--- src/rtl/axi_hp_burst_writer_if.sv ---
// AW/W/B signal bundle of the 64-bit HP write port.
// The master modport is the burst writer; the slave modport is the port or its model.
interface axi_hp_burst_writer_if;
  logic [31:0] awaddr;
  logic        awvalid;
  logic        awready;
  logic [5:0]  awid;
  logic [1:0]  awlock;
  logic [3:0]  awcache;
  logic [2:0]  awprot;
  logic [3:0]  awlen;
  logic [2:0]  awsize;
  logic [1:0]  awburst;
  logic [3:0]  awqos;
  logic [63:0] wdata;
  logic        wvalid;
  logic        wready;
  logic [5:0]  wid;
  logic        wlast;
  logic [7:0]  wstrb;
  logic        bvalid;
  logic        bready;
  logic [5:0]  bid;
  logic [1:0]  bresp;

  modport master (
    output awaddr, awvalid, awid, awlock, awcache, awprot, awlen, awsize, awburst, awqos,
    output wdata, wvalid, wid, wlast, wstrb, bready,
    input  awready, wready, bvalid, bid, bresp
  );

  modport slave (
    input  awaddr, awvalid, awid, awlock, awcache, awprot, awlen, awsize, awburst, awqos,
    input  wdata, wvalid, wid, wlast, wstrb, bready,
    output awready, wready, bvalid, bid, bresp
  );
endinterface

--- src/rtl/axi_hp_burst_writer.sv ---
// Splits a word-count write command into AXI3 INCR bursts (<=16 beats, no 4KB crossing)
// and streams din onto the W channel; tracks outstanding B responses.
module axi_hp_burst_writer #(
  parameter logic [5:0] AXI_ID          = 6'h0,
  parameter logic [3:0] QOS             = 4'h0,
  parameter int         MAX_OUTSTANDING = 4
) (
  input  logic        aclk,
  input  logic        rst,
  input  logic        cmd_start,
  input  logic [28:0] cmd_addr,
  input  logic [15:0] cmd_nwords,
  output logic        busy,
  output logic        done,
  output logic        error,
  input  logic [63:0] din,
  input  logic        din_valid,
  output logic        din_ready,
  axi_hp_burst_writer_if.master axi
);

  localparam logic [3:0] MAX_OUT = 4'(MAX_OUTSTANDING);

  typedef enum logic [2:0] {S_IDLE, S_ADDR, S_DATA, S_RESP, S_FIN} state_t;

  state_t      state_q;
  logic [28:0] addr_q;
  logic [15:0] remaining_q;
  logic [3:0]  beats_left_q;
  logic [3:0]  outstanding_q;
  logic [3:0]  outstanding_d;
  logic        busy_q;
  logic        done_q;
  logic        error_q;

  logic [4:0]  rem_cap;
  logic [9:0]  to_4k;
  logic [4:0]  burst_len;
  logic [4:0]  burst_len_m1;
  logic        aw_fire;
  logic        w_fire;
  logic        in_data;

  // Words left before the next 4KB boundary (512 words per page).
  assign rem_cap      = (remaining_q > 16'd16) ? 5'd16 : remaining_q[4:0];
  assign to_4k        = 10'd512 - {1'b0, addr_q[8:0]};
  assign burst_len    = ({5'b0, rem_cap} < to_4k) ? rem_cap : to_4k[4:0];
  assign burst_len_m1 = burst_len - 5'd1;

  assign in_data  = (state_q == S_DATA);
  assign aw_fire  = axi.awvalid && axi.awready;
  assign w_fire   = axi.wvalid && axi.wready;

  assign axi.awaddr  = {addr_q, 3'b000};
  assign axi.awvalid = (state_q == S_ADDR) && (outstanding_q < MAX_OUT);
  assign axi.awlen   = burst_len_m1[3:0];
  assign axi.awid    = AXI_ID;
  assign axi.awlock  = 2'b00;
  assign axi.awcache = 4'b0011;
  assign axi.awprot  = 3'b000;
  assign axi.awsize  = 3'h3;
  assign axi.awburst = 2'b01;
  assign axi.awqos   = QOS;
  assign axi.wdata   = din;
  assign axi.wvalid  = in_data && din_valid;
  assign axi.wlast   = in_data && (beats_left_q == 4'd0);
  assign axi.wid     = AXI_ID;
  assign axi.wstrb   = 8'hff;
  assign axi.bready  = 1'b1;

  assign din_ready = in_data && axi.wready;
  assign busy      = busy_q;
  assign done      = done_q;
  assign error     = error_q;

  // Late responses after a reset must not wrap the counter below zero.
  always_comb begin
    outstanding_d = outstanding_q;
    if (aw_fire && !axi.bvalid) begin
      outstanding_d = outstanding_q + 4'd1;
    end else if (!aw_fire && axi.bvalid && (outstanding_q != 4'd0)) begin
      outstanding_d = outstanding_q - 4'd1;
    end
  end

  always_ff @(posedge aclk or posedge rst) begin
    if (rst) begin
      state_q       <= S_IDLE;
      addr_q        <= '0;
      remaining_q   <= '0;
      beats_left_q  <= '0;
      outstanding_q <= '0;
      busy_q        <= 1'b0;
      done_q        <= 1'b0;
      error_q       <= 1'b0;
    end else begin
      outstanding_q <= outstanding_d;
      done_q        <= 1'b0;
      case (state_q)
        S_IDLE: begin
          // busy_q stays high through the done cycle, so a start there is ignored.
          if (cmd_start && !busy_q) begin
            addr_q      <= cmd_addr;
            remaining_q <= cmd_nwords;
            error_q     <= 1'b0;
            busy_q      <= 1'b1;
            state_q     <= (cmd_nwords == 16'd0) ? S_FIN : S_ADDR;
          end else if (done_q) begin
            busy_q <= 1'b0;
          end
        end
        S_ADDR: begin
          if (aw_fire) begin
            addr_q       <= addr_q + {24'b0, burst_len};
            remaining_q  <= remaining_q - {11'b0, burst_len};
            beats_left_q <= burst_len_m1[3:0];
            state_q      <= S_DATA;
          end
        end
        S_DATA: begin
          if (w_fire) begin
            if (beats_left_q != 4'd0) begin
              beats_left_q <= beats_left_q - 4'd1;
            end else begin
              state_q <= (remaining_q != 16'd0) ? S_ADDR : S_RESP;
            end
          end
        end
        S_RESP: begin
          if (outstanding_d == 4'd0) begin
            state_q <= S_FIN;
          end
        end
        S_FIN: begin
          done_q  <= 1'b1;
          state_q <= S_IDLE;
        end
        default: state_q <= S_IDLE;
      endcase
      if (axi.bvalid && ((axi.bresp != 2'b00) || (axi.bid != AXI_ID))) begin
        error_q <= 1'b1;
      end
    end
  end

endmodule
--- src/flat_wrapper.sv ---
// flat-port wrapper written by rule: the top's interface ports become plain ports
module axi_hp_burst_writer_flat 
#(
  parameter logic [5:0] AXI_ID          = 6'h0,
  parameter logic [3:0] QOS             = 4'h0,
  parameter int         MAX_OUTSTANDING = 4
)
  (aclk, rst, cmd_start, cmd_addr, cmd_nwords, busy, done, error, din, din_valid, din_ready, axi_awaddr, axi_awvalid, axi_awid, axi_awlock, axi_awcache, axi_awprot, axi_awlen, axi_awsize, axi_awburst, axi_awqos, axi_wdata, axi_wvalid, axi_wid, axi_wlast, axi_wstrb, axi_bready, axi_awready, axi_wready, axi_bvalid, axi_bid, axi_bresp);
  axi_hp_burst_writer_if axi_i ();
  input  logic aclk;
  input  logic rst;
  input  logic cmd_start;
  input  logic [28:0] cmd_addr;
  input  logic [15:0] cmd_nwords;
  output logic busy;
  output logic done;
  output logic error;
  input  logic [63:0] din;
  input  logic din_valid;
  output logic din_ready;
  output wire logic [$bits(axi_i.awaddr)-1:0] axi_awaddr;
  output wire logic [$bits(axi_i.awvalid)-1:0] axi_awvalid;
  output wire logic [$bits(axi_i.awid)-1:0] axi_awid;
  output wire logic [$bits(axi_i.awlock)-1:0] axi_awlock;
  output wire logic [$bits(axi_i.awcache)-1:0] axi_awcache;
  output wire logic [$bits(axi_i.awprot)-1:0] axi_awprot;
  output wire logic [$bits(axi_i.awlen)-1:0] axi_awlen;
  output wire logic [$bits(axi_i.awsize)-1:0] axi_awsize;
  output wire logic [$bits(axi_i.awburst)-1:0] axi_awburst;
  output wire logic [$bits(axi_i.awqos)-1:0] axi_awqos;
  output wire logic [$bits(axi_i.wdata)-1:0] axi_wdata;
  output wire logic [$bits(axi_i.wvalid)-1:0] axi_wvalid;
  output wire logic [$bits(axi_i.wid)-1:0] axi_wid;
  output wire logic [$bits(axi_i.wlast)-1:0] axi_wlast;
  output wire logic [$bits(axi_i.wstrb)-1:0] axi_wstrb;
  output wire logic [$bits(axi_i.bready)-1:0] axi_bready;
  input wire logic [$bits(axi_i.awready)-1:0] axi_awready;
  input wire logic [$bits(axi_i.wready)-1:0] axi_wready;
  input wire logic [$bits(axi_i.bvalid)-1:0] axi_bvalid;
  input wire logic [$bits(axi_i.bid)-1:0] axi_bid;
  input wire logic [$bits(axi_i.bresp)-1:0] axi_bresp;
  assign axi_awaddr = axi_i.awaddr;
  assign axi_awvalid = axi_i.awvalid;
  assign axi_awid = axi_i.awid;
  assign axi_awlock = axi_i.awlock;
  assign axi_awcache = axi_i.awcache;
  assign axi_awprot = axi_i.awprot;
  assign axi_awlen = axi_i.awlen;
  assign axi_awsize = axi_i.awsize;
  assign axi_awburst = axi_i.awburst;
  assign axi_awqos = axi_i.awqos;
  assign axi_wdata = axi_i.wdata;
  assign axi_wvalid = axi_i.wvalid;
  assign axi_wid = axi_i.wid;
  assign axi_wlast = axi_i.wlast;
  assign axi_wstrb = axi_i.wstrb;
  assign axi_bready = axi_i.bready;
  assign axi_i.awready = axi_awready;
  assign axi_i.wready = axi_wready;
  assign axi_i.bvalid = axi_bvalid;
  assign axi_i.bid = axi_bid;
  assign axi_i.bresp = axi_bresp;
  axi_hp_burst_writer #(.AXI_ID(AXI_ID), .QOS(QOS), .MAX_OUTSTANDING(MAX_OUTSTANDING)) u_core (.aclk(aclk), .rst(rst), .cmd_start(cmd_start), .cmd_addr(cmd_addr), .cmd_nwords(cmd_nwords), .busy(busy), .done(done), .error(error), .din(din), .din_valid(din_valid), .din_ready(din_ready), .axi(axi_i));
endmodule
--- config.mk ---
export PLATFORM = sky130hd
export DESIGN_NAME = axi_hp_burst_writer_flat
export DESIGN_NICKNAME = d
export VERILOG_FILES = /design/src/rtl/axi_hp_burst_writer_if.sv /design/src/rtl/axi_hp_burst_writer.sv /design/src/flat_wrapper.sv
export SDC_FILE = /design/constraint.sdc
export NUM_CORES = 1
export LEC_CHECK = 0
export ABC_AREA = 1
export CORE_ASPECT_RATIO = 1.25
export CORE_MARGIN = 2
export CORE_UTILIZATION = 37
export CTS_CLUSTER_DIAMETER = 50
export DETAILED_ROUTE_END_ITERATION = 10
export HOLD_SLACK_MARGIN = 0.06
export PLACE_DENSITY = 0.78
export SLEW_MARGIN = 10
export SYNTH_ARGS = -nofsm -noshare
export SYNTH_HDL_FRONTEND = slang
export SYNTH_SLANG_ARGS = --single-unit
--- constraint.sdc ---
create_clock -name aclk -period 3.9 [get_ports aclk]
set_input_delay 0.975 -clock aclk [delete_from_list [all_inputs] [get_ports aclk]]
set_output_delay 0.975 -clock aclk [all_outputs]
set_load 0.01 [all_outputs]
# Word-level counts from Yosys, hierarchy flattened
# Cells that the tools add are included.
totals:
  reg_bits: 59
  input_bits: 124
  output_inout_bits: 146
  wordCells: 90
op_classes:
  addsub: 7
  order_cmp: 3
  eq_ne: 10
  mux: 28
  n_reduce_logical: 34
ops:
  columns: ["cell", "n"]
  rows:
  - ["29-bit two-way mux", 2]
  - ["29-bit one-hot mux with 2 select lines", 1]
  - ["16-bit two-way mux", 2]
  - ["16-bit one-hot mux with 2 select lines", 1]
  - ["29-bit by 5-bit adder with 29-bit output", 1]
  - ["4-bit two-way mux", 5]
  - ["3-bit two-way mux", 6]
  - ["16-bit by 5-bit > comparator with 1-bit output (second input constant)", 1]
  - ["16-bit zero test", 1]
  - ["16-bit nonzero test", 1]
  - ["16-bit by 5-bit subtractor with 16-bit output", 1]
  - ["3-bit one-hot mux with 4 select lines", 1]
  - ["2-bit nonzero test", 6]
  - ["4-bit by 1-bit subtractor with 4-bit output (second input constant)", 3]
  - ["1-bit logical AND", 11]
  - ["5-bit by 10-bit < comparator with 1-bit output", 1]
  - ["5-bit two-way mux", 2]
  - ["10-bit by 9-bit subtractor with 10-bit output (first input constant)", 1]
  - ["4-bit zero test", 2]
  - ["2-bit by 1-bit != test with 1-bit output (second input constant)", 4]
  - ["4-bit one-hot mux with 2 select lines", 1]
  - ["4-bit nonzero test", 2]
  - ["3-bit by 2-bit == test with 1-bit output (second input constant)", 2]
  - ["1-bit two-way mux", 6]
  - ["other kinds (14)", 18]

# Longest topological paths before layout
# Gate-level depths: netlist of the first run.
depth:
  ltp_word: 11
  mapped_depth: 29
  mapped_depth_nobuf: 29

# Worst setup path before layout of the first run
# No wires, ideal clock.
synth_path:
  kind: "reg2reg"
  startpoint: "register u_core.addr_q[0]"
  endpoint: "register u_core.addr_q[20]"
  setup_time_ns: 0.130
  arrival_ns: 3.725
  required_ns: 3.770
  slack_ns: 0.045
  stages_incl_launch_ff: 28
  n_path_buf: 0
  synth_period_minus_slack_ns: 3.855
  cell_sequence: "dfrtp_1 inv_1 ha_1 nand2_1 o21ai_0 nand2_1 ha_1 nand3_1 o21ai_0 nand3_1 nand2_2 nand2_1 nand2_1 inv_1 ha_1 fa_1 nand3_1 nand2_1 nand2_1 a21oi_4 nand3_1 inv_1 nand2_1 o21ai_0 inv_1 o21ai_1 o211ai_1 o21ai_0"
synth_via:
  elab_chain_len: 6
synth_rtl:
  columns: ["element", "line_no", "rtl"]
  rows:
  - ["from (decl)", "axi_hp_burst_writer.sv:27", "logic [28:0] addr_q;"]
  - ["from (signal assigned)", "axi_hp_burst_writer.sv:103", "addr_q <= cmd_addr;"]
  - ["from (signal assigned)", "axi_hp_burst_writer.sv:114", "addr_q <= addr_q + {24'b0, burst_len};"]
  - ["10-bit by 9-bit subtractor with 10-bit output", "axi_hp_burst_writer.sv:46", "assign to_4k = 10'd512 - {1'b0, addr_q[8:0]};"]
  - ["5-bit by 10-bit < comparator with 1-bit output", "axi_hp_burst_writer.sv:47", "assign burst_len = ({5'b0, rem_cap} < to_4k) ? rem_cap : to_4k[4:0];"]
  - ["5-bit two-way mux", "axi_hp_burst_writer.sv:47", null]
  - ["29-bit by 5-bit adder with 29-bit output *", "axi_hp_burst_writer.sv:114", null]
  - ["29-bit two-way mux *", "axi_hp_burst_writer.sv:113", "if (aw_fire) begin"]
  - ["29-bit one-hot mux with 2 select lines *", "axi_hp_burst_writer.sv:99", "case (state_q)"]
# Every way passes the cells marked *; elsewhere a longest branch is shown, timed or not. The select of a mux whose other input is x is not followed.
# A chain may end at the register's enable or synchronous reset.

# Final worst setup path of the first run
layout_path:
  startpoint: "register u_core.remaining_q[8]"
  endpoint: "register u_core.remaining_q[11]"
layout_via:
  elab_chain_len: 7
layout_rtl:
  columns: ["element", "line_no", "rtl"]
  rows:
  - ["from (decl)", "axi_hp_burst_writer.sv:28", "logic [15:0] remaining_q;"]
  - ["from (signal assigned)", "axi_hp_burst_writer.sv:104", "remaining_q <= cmd_nwords;"]
  - ["from (signal assigned)", "axi_hp_burst_writer.sv:115", "remaining_q <= remaining_q - {11'b0, burst_len};"]
  - ["16-bit by 5-bit > comparator with 1-bit output", "axi_hp_burst_writer.sv:45", "assign rem_cap = (remaining_q > 16'd16) ? 5'd16 : remaining_q[4:0];"]
  - ["5-bit two-way mux", "axi_hp_burst_writer.sv:45", null]
  - ["5-bit by 10-bit < comparator with 1-bit output", "axi_hp_burst_writer.sv:47", null]
  - ["5-bit two-way mux", "axi_hp_burst_writer.sv:47", null]
  - ["16-bit by 5-bit subtractor with 16-bit output *", "axi_hp_burst_writer.sv:115", null]
  - ["16-bit two-way mux *", "axi_hp_burst_writer.sv:113", null]
  - ["16-bit one-hot mux with 2 select lines *", "axi_hp_burst_writer.sv:99", null]
# Marks and branches as above.

==> results of run 1 <==
cell usage after synthesis (all sizes together):
master,n
nand2,133
buf,115
inv,101
o21ai,66
dfrtp,59
nor2,57
nand3,46
a21oi,37
nor3,26
ha,19
o211ai,16
o22ai,14
clkbuf,11
nand4,11
nor4,10
xor2,10
or2,7
xnor2,6
a31oi,5
nand3b,4
o221ai,3
conb,2
fa,2
a21o,1
a221oi,1
a22oi,1
and2,1
nor3b,1
nor4b,1
o21a,1
o21bai,1
o31ai,1
path summary, 6_finish.rpt:
path | to | slack [ps] | cells after the start
setup / recovery | u_core.remaining_q[11] | -140 | 27
hold / removal | u_core.error | 520 | 2
setup reg to reg | u_core.remaining_q[11] | -140 | 27
hold reg to reg | u_core.error | 520 | 2
max in group asynchronous | u_core.addr_q[1] | 2030 | 3
min in group asynchronous | u_core.error | 940 | 2
power groups by stage:
stage / combinational [mW] / sequential, mW / clock, mW
2_1_floorplan: 0.237 / 0.662 / 0
3_3_place_gp: 0.212 / 0.674 / 0
3_5_place_dp: 0.216 / 0.675 / 0
4_1_cts: 0.217 / 0.664 / 0.755
5_1_grt: 0.239 / 0.668 / 0.775
6_report: 0.215 / 0.664 / 0.743
metrics by stage:
| stage | TNS [ps] | instance area [sq um] | util (%) | std cells |
|---|---|---|---|---|
| after global routing | -3590 | 7010 | 49.0 | 1043 |
| after detailed placement | -4080 | 6310 | 44.2 | 1019 |
| final | -222 | 7010 | 49.0 | 1043 |
| after CTS | -4.61 | 6740 | 47.2 | 1044 |
| after floorplan | 0 | 5520 | - | 809 |
| after global placement | -699 | 6310 | 44.2 | 1019 |
what timing repair did:
| item | CTS | global route |
|---|---|---|
| buffers inserted | 9 | 2 |
| pin swaps | 7 | 33 |
| gates resized for setup | 46 | 67 |
| setup endpoints to repair | 31 | 36 |
| hold buffers | 0 | 0 |
sequential cells by signal (all words and copies together) (netlist names):
name,count
u_core.error,1
u_core.state_q,3
u_core.outstanding_q,4
u_core.remaining_q,16
u_core.busy,1
u_core.done,1
u_core.addr_q,29
u_core.beats_left_q,4
layer usage:
layer	routed length, um	global-route usage [%]	vias to the layer above
li1	-	-	2576
met2	8230	34.7	236
met4	979	12.7	2
met5	13	0	-
met3	1050	3.85	95
met1	5870	20.7	2481
cell families after synthesis:
group | synth area share (%)
other cells | 0.140
compound gates | 15.8
simple gates | 25.1
flops | 27.5
fa+ha+maj | 5.18
buf+inv | 23.6
xor+xnor | 2.75
worst min-delay path, cell delays in order, from the launching register on:
cell and delay, ps:
sky130_fd_sc_hd__dfrtp_1 350, sky130_fd_sc_hd__nand2_1 60, sky130_fd_sc_hd__o21ai_0 70
area by class of cell:
| class | count | area (sq um) | share of cell area (%) |
|---|---|---|---|
| clock buffer | 9 | 225 | 3.21 |
| clock inverter | 7 | 43.8 | 0.625 |
| inverter | 101 | 382 | 5.45 |
| multi-input combinational | 523 | 3140 | 44.8 |
| sequential | 59 | 1480 | 21.1 |
| tap | 178 | 223 | 3.18 |
| timing repair buffer | 166 | 1520 | 21.7 |
cell usage in the layout, fill, tap and decap left out, types with 7 or more instances in the layout:
| cell type | count |
|---|---|
| sky130_fd_sc_hd__inv_2 | 8 |
| sky130_fd_sc_hd__inv_1 | 92 |
| sky130_fd_sc_hd__nor3_1 | 22 |
| sky130_fd_sc_hd__o21ai_1 | 10 |
| sky130_fd_sc_hd__nand2_1 | 111 |
| sky130_fd_sc_hd__buf_4 | 60 |
| sky130_fd_sc_hd__o21ai_0 | 52 |
| sky130_fd_sc_hd__a21oi_1 | 30 |
| sky130_fd_sc_hd__o22ai_1 | 14 |
| sky130_fd_sc_hd__ha_1 | 9 |
| sky130_fd_sc_hd__xor2_1 | 8 |
| sky130_fd_sc_hd__nor2_1 | 44 |
| sky130_fd_sc_hd__nand3_1 | 39 |
| sky130_fd_sc_hd__dfrtp_1 | 59 |
| sky130_fd_sc_hd__o211ai_1 | 16 |
| sky130_fd_sc_hd__clkdlybuf4s50_1 | 95 |
| sky130_fd_sc_hd__clkbuf_16 | 9 |
| sky130_fd_sc_hd__buf_6 | 7 |
| sky130_fd_sc_hd__ha_4 | 7 |
| sky130_fd_sc_hd__conb_1 | 42 |
| sky130_fd_sc_hd__nor2_2 | 7 |
| sky130_fd_sc_hd__nand4_1 | 11 |
| sky130_fd_sc_hd__nor4_1 | 8 |
| sky130_fd_sc_hd__nand2_2 | 19 |
==> impl_metrics.yaml, run 1 <==
floorplanning:
  placeableCoreArea_sq_um: 14300
  die_outline_area_sq_um: 15500
  start_util_pct: 37.6
  placementRows: 49
  chipWidth_um: 112
  dieHeight_um: 139
  ios: 270
detailed_routing:
  vias: 5390
  detailed_router_iteration_count_before_antenna_repair: 5
  detailed_route_iter0_violations: 264
  drt-wirelength-per-cell_um: 15.5
  post_detailed_route_count_of_antenna_violating_nets: 0
  routed_via_density: 5.17
  route.detailed.drc: 0
  finalWirelength_um: 16100
worst_setup_path:
  crit_path_max_incr_delay_ps: 380
  r2r-start: "u_core.remaining_q[8]"
  crit_start: "u_core.remaining_q[8]"
  crit_arrival_ps: 4260
  cpLargestDelayFamily: "simple AND/OR/NAND/NOR gates"
  worstPathBufferInverterCount: 4
  cell_with_the_most_instances_on_the_worst_path: "sky130_fd_sc_hd__nand2_2"
  critical_path_rt_ps: 4120
  worstSetupEndpointType: "flop"
  worstPathMaxFanout: 4
  slowest_stage: "sky130_fd_sc_hd__dfrtp_1"
  start_kind: "flop"
  setup.worst_path.class: "reg -> reg"
sta:
  slew_headroom_pct: 54.4
  setup_violation_total_in_the_final_timing_report: 4
  unrepaired_setup_endpoints_after_global_routing: "yes"
  post-route-period-util_pct: 103
  hold_viol_final: 0
  timing.final.crit_period_ps: 4040
  largest_clock_skew_in_the_final_design_ps: 5.42
  final.setup.worst_slack_ps: -136
  hold_ws_ps: 516
  final_max_slew_viol_count: 0
  achievable-frequency_mhz: 248
  worst-slew-pin-transition_ps: 683
power_and_ir_drop:
  cellLeakagePower_nw: 3.25
  switching_power_of_the_nets_uw: 452
  switching_share_pct: 27.8
  p_seq_share_pct: 40.9
  ir_drop_mv: 0.155
  total_power_mw: 1.62
  pwr_density_cell_nw_per_um2: 231
  internal_power_mw: 1.17
  combPwrFrac_pct: 13.3
  clockPowerShare_pct: 45.8
outcome:
  outcome: "complete, but fails checks"
  violated_checks: "negative setup slack"
logic_synthesis:
  yosys_warns: 0
  post_synth_num_cell_types: 44
  synthDominantCellAreaShare_pct: 27.5
  ys_seq_area_share_pct: 27.5
  synth_area_sq_um: 5370
  yosysTopAreaCell: "sky130_fd_sc_hd__dfrtp_1"
  synth_area_leaders: "sky130_fd_sc_hd__dfrtp_1 28%, sky130_fd_sc_hd__buf_4 15%, sky130_fd_sc_hd__nand2_1 8.8%"
  postSynthAreaPerCell_sq_um: 6.98
  postSynthCellCount: 769
  synth_seq_cells: 59
clock_network:
  clkSinkCount: 59
  clk-insertion-delay-late_ps: 340
  cts-root-to-sink-buffers: 2
  cts_buffers: 9
  cts.htree.levels: 3
  cts_tree: "done"
  cts_root_buffer: "sky130_fd_sc_hd__clkbuf_16"
  clk_pin_slew_ps: 60
cells_and_area:
  nNetsFinal: 1005
  drive_gt1_share_pct: 20.2
  insertedDiodeCount: 0
  fillCellCount: 1384
  layout-area-overhead-vs-synth_pct: 30.6
grt:
  grt_max_degree: 71
  wire_length_of_the_first_global_routing_pass_um: 24200
  first_global_vias: 4961
  number_of_antenna_violations_at_the_first_check_in_global_routing: 1
  grt_usage_pct: 19.5
  globalRouteOverflowTotal: 0
placed_design:
  portBuffers: 99
  hpwl_um: 11600
  dp_worst_setup_slack_ps: -303
  final_wtd_congestion: 0.871
job:
  drv_cap: 0
hold_path:
  holdCritPathClass: "reg -> reg"
  hold_path.startpoint: "u_core.error"
(Power assumes the default switching activity.)
==> run 2, diff against run 1 <==
--- a/config.mk
+++ b/config.mk
@@ -6,13 +6,16 @@
 export NUM_CORES = 1
 export LEC_CHECK = 0
 export ABC_AREA = 1
+export CELL_PAD_IN_SITES_DETAIL_PLACEMENT = 1
+export CELL_PAD_IN_SITES_GLOBAL_PLACEMENT = 1
 export CORE_ASPECT_RATIO = 1.25
 export CORE_MARGIN = 2
-export CORE_UTILIZATION = 37
+export CORE_UTILIZATION = 25
 export CTS_CLUSTER_DIAMETER = 50
 export DETAILED_ROUTE_END_ITERATION = 10
+export GPL_ROUTABILITY_DRIVEN = 0
 export HOLD_SLACK_MARGIN = 0.06
-export PLACE_DENSITY = 0.78
+export PLACE_DENSITY_LB_ADDON = 0.1
 export SLEW_MARGIN = 10
 export SYNTH_ARGS = -nofsm -noshare
 export SYNTH_HDL_FRONTEND = slang
==> run 2 against run 1 <==
Effect of this change: the flow still finishes with violations (negative setup slack); die area grew 46%; first-iteration DRC count down 46%; power increased by 2.8%.
==> impl_metrics.yaml, run 2 (synthesis results as in run 1) <==
outcome:
  outcome: "complete, but fails checks"
  violated_checks: "negative setup slack"
worst_setup_path:
  reg2reg_setup_slack_ps: -10
  start_kind: "flop"
  timing.rr.end: "u_core.addr_q[26]"
  worstSetupEndpointType: "flop"
  worst_setup_endpoint: "u_core.addr_q[26]"
  crit_path_max_incr_delay_ps: 380
  cell_with_the_most_instances_on_the_worst_path: "sky130_fd_sc_hd__nand2_2"
  worstPathMaxFanout: 4
  number_of_cells_on_the_worst_reg_to_reg_path: 29
  slowest_stage: "sky130_fd_sc_hd__dfrtp_1"
  setup.worst_path.class: "reg -> reg"
  r2r-start: "u_core.remaining_q[11]"
  crit_start: "u_core.remaining_q[11]"
  critical_path_rt_ps: 4100
  crit_arrival_ps: 4110
sta:
  post-route-period-util_pct: 100
  final.setup.worst_slack_ps: -12.2
  final_max_slew_viol_count: 0
  slew_headroom_pct: 47.2
  timing.final.crit_period_ps: 3910
  setup_violation_total_in_the_final_timing_report: 1
  hold_viol_final: 0
  unrepaired_setup_endpoints_after_global_routing: "yes"
  largest_clock_skew_in_the_final_design_ps: 5.53
  worst-slew-pin-transition_ps: 791
  achievable-frequency_mhz: 256
placed_design:
  dp_worst_setup_slack_ps: -519
  portBuffers: 99
  hpwl_um: 14200
  place_inst: 1140
clock_network:
  clkSinkCount: 59
  clk_pin_slew_ps: 60
  cts.htree.levels: 3
  cts_buffers: 9
  cts_root_buffer: "sky130_fd_sc_hd__clkbuf_16"
  clk-insertion-delay-late_ps: 350
  cts-root-to-sink-buffers: 2
  cts_tree: "done"
cells_and_area:
  largest_registers: "u_core.addr_q x29, u_core.remaining_q x16"
  insertedDiodeCount: 0
  nNetsFinal: 1037
  number_of_flip_flops_under_the_largest_register_name: 29
  largest-register: "u_core.addr_q"
  final_core_utilization_pct: 36.2
  final_common_cell: "sky130_fd_sc_hd__nand2_1"
  finish.cell_count_without_fillers: 1171
  layout-area-overhead-vs-synth_pct: 41.6
  layout_common_cells: "103 x sky130_fd_sc_hd__nand2_1, 95 x sky130_fd_sc_hd__clkdlybuf4s50_1, 89 x sky130_fd_sc_hd__inv_1"
  drive_gt1_share_pct: 25.6
floorplanning:
  dieHeight_um: 168
  die_outline_area_sq_um: 22700
  placementRows: 59
  placeableCoreArea_sq_um: 21000
  ios: 270
  chipWidth_um: 135
  start_util_pct: 25.6
grt:
  number_of_antenna_violations_at_the_first_check_in_global_routing: 0
  grt_max_degree: 75
  wire_length_of_the_first_global_routing_pass_um: 29500
  grt_usage_pct: 16.4
  globalRouteOverflowTotal: 0
  first_global_vias: 5795
detailed_routing:
  vias: 5434
  routed_via_density: 4.64
  finalWirelength_um: 19000
  post_detailed_route_count_of_antenna_violating_nets: 0
  detailed_route_iter0_violations: 142
  route.detailed.drc: 0
  detailed_router_iteration_count_before_antenna_repair: 4
  drt-wirelength-per-cell_um: 16.3
power_and_ir_drop:
  ir_drop_mv: 0.186
  cellLeakagePower_nw: 3.47
  total_power_mw: 1.67
  pwr_density_cell_nw_per_um2: 219
job:
  drv_cap: 0
hold_path:
  holdCritPathClass: "reg -> reg"
==> run 2: how the worst min path moves through the flow <==
| stage | startpoint | endpoint | slack [ps] | cells after the start |
|---|---|---|---|---|
| finish | u_core.error | u_core.error | 500 | 2 |
| global route | u_core.error | u_core.error | 520 | 2 |
| CTS | u_core.error | u_core.error | 510 | 2 |
| detailed placement | u_core.error | u_core.error | 500 | 2 |
| global placement | u_core.error | u_core.error | 480 | 2 |
| floorplan | u_core.state_q[1] | u_core.done | 480 | 1 |
==> run 2: timing repair <==
action	4_1_cts	5_1_grt
pin swaps	25	50
gates resized for setup	66	102
hold buffers	0	0
setup endpoints to repair	38	37
setup buffers	6	9
==> run 2: report_power, final <==
group	switching [mW]	internal, mW
sequential	0.0318	0.634
clock	0.317	0.460
combinational	0.113	0.112
total	0.461	1.21
==> run 2: critical path: cells and delay by family, from the launching register on <==
kind / cells / cell delay (ps)
AOI/OAI and AO/OA: 2 / 280
DFF: 1 / 380
buffers and inverters: 6 / 640
and+or+nand+nor: 18 / 1950
adders and majority gates: 2 / 360
xor gates and xnor gates: 1 / 130
==> run 2: area by class of cell <==
cell class	count	area (sq um)
well taps	274	343
multi-input cells	523	3320
clock inverters	5	27.5
inverters	101	384
repair buffers	198	1800
fillers	2560	13400
clock buffers	11	253
flip-flops and latches	59	1480
==> run 2: metal layers <==
metal / share of wire [%] / track usage [%] / up-vias / wire length [um]
li1: - / - / 2646 / -
met1: 41 / 18.7 / 2625 / 7890
met2: 53 / 30.8 / 129 / 10100
met3: 4.1 / 3.07 / 34 / 773
met4: 1.6 / 4.94 / 0 / 296
met5: 0 / 0 / - / 0
==> run 2: stage by stage <==
stage	hold WS, ps	area [sq um]	TNS [ps]
2_1_floorplan	481	5520	0
3_3_place_gp	477	6630	-5420
3_5_place_dp	499	6630	-10350
4_1_cts	514	7160	-127
5_1_grt	519	7600	-5290
6_report	502	7600	-12.2
